[config.mk]
export PLATFORM = sky130hd
export DESIGN_NAME = hysteresis_track
export DESIGN_NICKNAME = d
export VERILOG_FILES = /design/src/rtl/hysteresis_track.sv
export SDC_FILE = /design/constraint.sdc
export NUM_CORES = 2
export LEC_CHECK = 0
export CAP_MARGIN = 40
export CELL_PAD_IN_SITES_DETAIL_PLACEMENT = 1
export CELL_PAD_IN_SITES_GLOBAL_PLACEMENT = 1
export CORE_ASPECT_RATIO = 0.7
export CORE_UTILIZATION = 44
export DETAILED_ROUTE_END_ITERATION = 6
export DONT_BUFFER_PORTS = 1
export PLACE_DENSITY = 0.68
export SETUP_SLACK_MARGIN = 0.2
export SLEW_MARGIN = 20
export SYNTH_ARGS = -nofsm -noshare
export SYNTH_HDL_FRONTEND = slang
export SYNTH_SLANG_ARGS = --single-unit
[constraint.sdc]
create_clock -name clk -period 11.43 [get_ports clk]
set_input_delay 1.143 -clock clk [delete_from_list [all_inputs] [get_ports clk]]
set_output_delay 1.143 -clock clk [all_outputs]
set_load 0.05 [all_outputs]
[src/rtl/hysteresis_track.sv]
// hysteresis_track: single-pass 3x3 hysteresis turning a 2-bit strength stream into a binary edge map.
module hysteresis_track #(
  parameter int IMG_WIDTH  = 640,
  parameter int IMG_HEIGHT = 480
) (
  input  logic       clk,
  input  logic       rst,
  input  logic [1:0] strength,
  input  logic       str_valid,
  output logic       is_edge,
  output logic       edge_valid,
  output logic       frame_done,
  output logic       overflow
);
  localparam int CW = $clog2(IMG_WIDTH);
  localparam int RW = $clog2(IMG_HEIGHT);
  localparam int FW = $clog2(IMG_WIDTH + 1);
  localparam logic [CW-1:0] C_LAST = CW'(IMG_WIDTH - 1);
  localparam logic [RW-1:0] R_LAST = RW'(IMG_HEIGHT - 1);
  localparam logic [FW-1:0] F_LAST = FW'(IMG_WIDTH);
  localparam logic [0:0] RUN   = 1'b0;
  localparam logic [0:0] FLUSH = 1'b1;
  logic [0:0] state;
  logic [CW-1:0] col, cc;
  logic [RW-1:0] row, cr;
  logic [FW-1:0] fcnt;
  logic [1:0] lb_a [IMG_WIDTH];
  logic [1:0] lb_b [IMG_WIDTH];
  logic [2:0][1:0] wt, wm, wb, nt, nm, nb;
  logic run_ev, fl_ev, ev, produce, lv, rv, tv, bv, nbr, dec, last_pix;
  logic [1:0] x;
  always_comb begin
    run_ev   = state == RUN && str_valid;
    fl_ev    = state == FLUSH;
    ev       = run_ev || fl_ev;
    x        = fl_ev ? 2'd0 : strength;
    nb       = {wb[1:0], x};
    nm       = {wm[1:0], lb_a[col]};
    nt       = {wt[1:0], lb_b[col]};
    produce  = ev && (fl_ev || row > RW'(1) || (row == RW'(1) && col != '0));
    lv       = cc != '0;
    rv       = cc != C_LAST;
    tv       = cr != '0;
    bv       = cr != R_LAST;
    // index 2 is the older (left) column, index 0 the newest (right)
    nbr      = (tv && ((lv && nt[2][1]) || nt[1][1] || (rv && nt[0][1])))
            || (lv && nm[2][1]) || (rv && nm[0][1])
            || (bv && ((lv && nb[2][1]) || nb[1][1] || (rv && nb[0][1])));
    dec      = nm[1][1] || (nm[1] == 2'd1 && nbr);
    last_pix = cc == C_LAST && cr == R_LAST;
  end
  always_ff @(posedge clk) begin
    if (rst) begin
      state      <= RUN;
      col        <= '0;
      row        <= '0;
      cc         <= '0;
      cr         <= '0;
      fcnt       <= '0;
      wt         <= '0;
      wm         <= '0;
      wb         <= '0;
      is_edge    <= 1'b0;
      edge_valid <= 1'b0;
      frame_done <= 1'b0;
      overflow   <= 1'b0;
      for (int i = 0; i < IMG_WIDTH; i++) begin
        lb_a[i] <= '0;
        lb_b[i] <= '0;
      end
    end else begin
      edge_valid <= produce;
      is_edge    <= produce && dec;
      frame_done <= produce && last_pix;
      if (fl_ev && str_valid) overflow <= 1'b1;
      if (ev) begin
        wb        <= nb;
        wm        <= nm;
        wt        <= nt;
        lb_a[col] <= x;
        lb_b[col] <= lb_a[col];
        col       <= col == C_LAST ? '0 : col + 1'b1;
      end
      if (run_ev && col == C_LAST) row <= row == R_LAST ? '0 : row + 1'b1;
      if (run_ev && col == C_LAST && row == R_LAST) state <= FLUSH;
      if (fl_ev) begin
        fcnt <= fcnt + 1'b1;
        if (fcnt == F_LAST) begin
          state <= RUN;
          fcnt  <= '0;
          col   <= '0;
        end
      end
      if (produce) begin
        cc <= cc == C_LAST ? '0 : cc + 1'b1;
        if (cc == C_LAST) cr <= cr == R_LAST ? '0 : cr + 1'b1;
      end
    end
  end
endmodule

==> summary.txt <==
Worst rel slew slack: -13.1%
Clock Tree Buf Depth: 4
Unique masters post-synth: 74
Antenna Violating Nets Remaining: 0
CTS buffer count: 307
F_max: 0.132 GHz
Setup TNS: 0 ps
# DRC: 2
Inst Count DP: 13107
GR Util met1: 44.2%
Final nets: 9291
Worst min-delay path class: in -> reg
Via/cell ratio: 6.57
Placement row count: 171
CTS sink count: 3132
Status: finished, violations left
Full die area: 315000 µm²
Hold Vio Cnt, Final: 0
Synthesized flop and latch total: 3132
Worst setup SP type: register
Fin util: 48.4%
Ports: 9
Vias in the first global route: 88623
Post-synthesis sequential area ratio: 67.9%
Fin crit share: 66.4%
Slowest CP cell: dfxtp_4
Minimum clock period: 7590 ps
Worst setup EP type: register
Worst Max-Slew Pin Slew: 1700 ps
Clock transition at path regs: 70 ps
RSZ-0062 raised after global routing: false
Met2 GRT Util: 43.5%
Final GP Congestion: 0.865
Largest net degree at the start of global routing: 671
Clock Latency Late Sink: 920 ps
Grt total ovfl: 0
Worst EP arrival: 8190 ps
Share of cells above drive strength 1: 12.0%
Gr usage total: 30.0%
Post-CTS Setup Repair Bufs: 0
Vias: 89769
Final slew viol count: 120
TritonRoute pass-1 iters: 6
Most frequent CP cell: buf_12
Initial antenna violation count: 30
WL final: 484000 µm
CP peak stage delay: 820 ps
Synth Cell Area: 138000 µm²
CP max FO: 172
First-pass GRT wire length: 679000 µm
Clock Tree Root: clkbuf_16
EDFF count, synth: 3072
Quantity of gates resized following cts: 0
H-tree depth: 5
Final HPWL DP: 287000 µm
P&R area growth vs syn: 9.33%
VDD IR max: 0.000123 V
Failing checks: design-rule violations, max-slew violations
Finished Layout Cells: 13666
Core area: 311000 µm²
Total leakage power: 44.8 nW
Crit Path Class: reg -> reg
Final setup fails: 0
Synthesized netlist net count: 9742
Met3 Use GR: 7.64%
CP cell instances: buf_12, or4b_4, buf_12, o22ai_1, nor4_1, nand2_1, o2111ai_1, nand4_1, or4_1, nor2_4, buf_12, buf_12, nor3_1
CP required: 12040 ps
Clock skew after layout: 53.2 ps
Routed WL per cell: 35.4 µm
Synth Instances: 9725
Cell Pwr Density: 163 nW/µm²
Avg Synthesized Cell Area: 14.2 µm²
Die X: 671 µm
Ys async rst share: 0%
Maxcap violations: 0
Initial core utilization: 44.3%
CTS tree: built
Post-CTS Hold Fix Bufs: 0
Synth Flop Type: edfxtp_1
Initial DRC count: 13754
Total power: 24.6 mW
Gr busiest metal: met1
Die H: 470 µm
PortBufs: 0
Ys Warns: 0
## sequential cells by signal, summed over array words and instances (netlist names)
name        cells
edge_valid      1
nm              3
frame_done      1
col            10
row             9
overflow        1
nt              2
lb_a         2048
fcnt           10
is_edge         1
cc             10
nb              2
lb_b         1024
fl_ev           1
cr              9
## synth_stat cells, types with 25 or more instances
cell type	count	area (µm²)
mux2i_1	864	8650
a22oi_1	128	961
buf_4	52	390
nor2_1	1881	7060
nor3_1	579	2900
nand2_1	199	747
buf_1	73	274
edfxtp_1	3072	92200
a21o_1	25	188
nand4_1	51	319
buf_6	129	1450
mux4_2	342	7700
nor4_1	90	563
nand3_1	69	345
a21oi_1	28	140
o21ai_0	29	145
buf_2	105	526
o22ai_1	404	2530
clkbuf_1	671	2520
dfxtp_1	60	1200
o21bai_1	609	4570
## worst max-delay path, delay by kind of cell, from the launching register on
kind            cells  cell delay, ps
simple gates        7            3330
buf+inv             4            2130
compound gates      2             450
flops               1             820
## cells in the final DEF, fill, tap and decap left out, drive strengths merged, types with 14 or more instances in the layout
master,count
dfxtp,60
xnor2,14
clkinv,131
nor3,580
a21o,25
xor2,22
mux2i,864
nand4,51
a22oi,128
a21oi,28
bufinv,18
a221oi,15
nand2,199
o21ai,33
mux4,342
o21bai,609
nand3,69
edfxtp,3072
o22ai,404
a22o,14
inv,21
clkbuf,384
nor4,91
buf,279
nand2b,20
nor2,1882
## through the flow
stage                     instance area, µm²  setup slack, ps  hold slack (ps)
final                                 150000             3840              389
after global routing                  150000             3850              390
after CTS                             150000             4060              343
after detailed placement              141000             4110              473
after global placement                140000             4120              441
after floorplan                       138000             1800              431
## area by class of cell
type,count,area (µm²)
Clock inverter,158,1290
Clock buffer,384,8140
Timing Repair Buffer,279,2780
Inverter,17,86.3
Fill cell,30257,160000
Sequential cell,3132,93500
Multi-Input combinational cell,5537,39500
Antenna cell,7,17.5
Tap cell,4152,5190
## report_power, final
part / switching (mW) / internal, mW / total, mW
Sequential: 0.120 / 12.9 / 13.1
Clock: 4.54 / 5.47 / 10.0
Combinational: 0.990 / 0.510 / 1.50
## routing by layer
metal	vias to the layer above	routed length [µm]
met5	-	68
met4	10	18200
met3	971	61600
met2	5802	207000
met1	47094	197000
li1	35892	-
## final timing paths
check,startpoint,endpoint,slack [ps],depth (start not counted)
hold reg to reg,nt[5],nt[5],480,2
hold / removal,str_valid,overflow,390,2
setup reg to reg,col[1],lb_b[46][1],3840,13
setup / recovery,col[1],lb_b[46][1],3840,13
## kinds of logic (layout without fill, tap and decap cells)
family / count (synthesis) / in the layout / share of synthesized area, %
XOR/XNOR: 36 / 36 / 0.229
AO/OA/AOI/OAI: 1326 / 1326 / 6.82
flip-flops: 3132 / 3132 / 67.9
AND/OR/NAND/NOR: 2955 / 2955 / 9.17
adder cells (fa/ha/maj): 12 / 12 / 0.109
multiplexers: 1208 / 1208 / 11.9
other: 0 / 7 / 0
buffers and inverters: 1056 / 838 / 3.89
(Power assumes the default switching activity.)
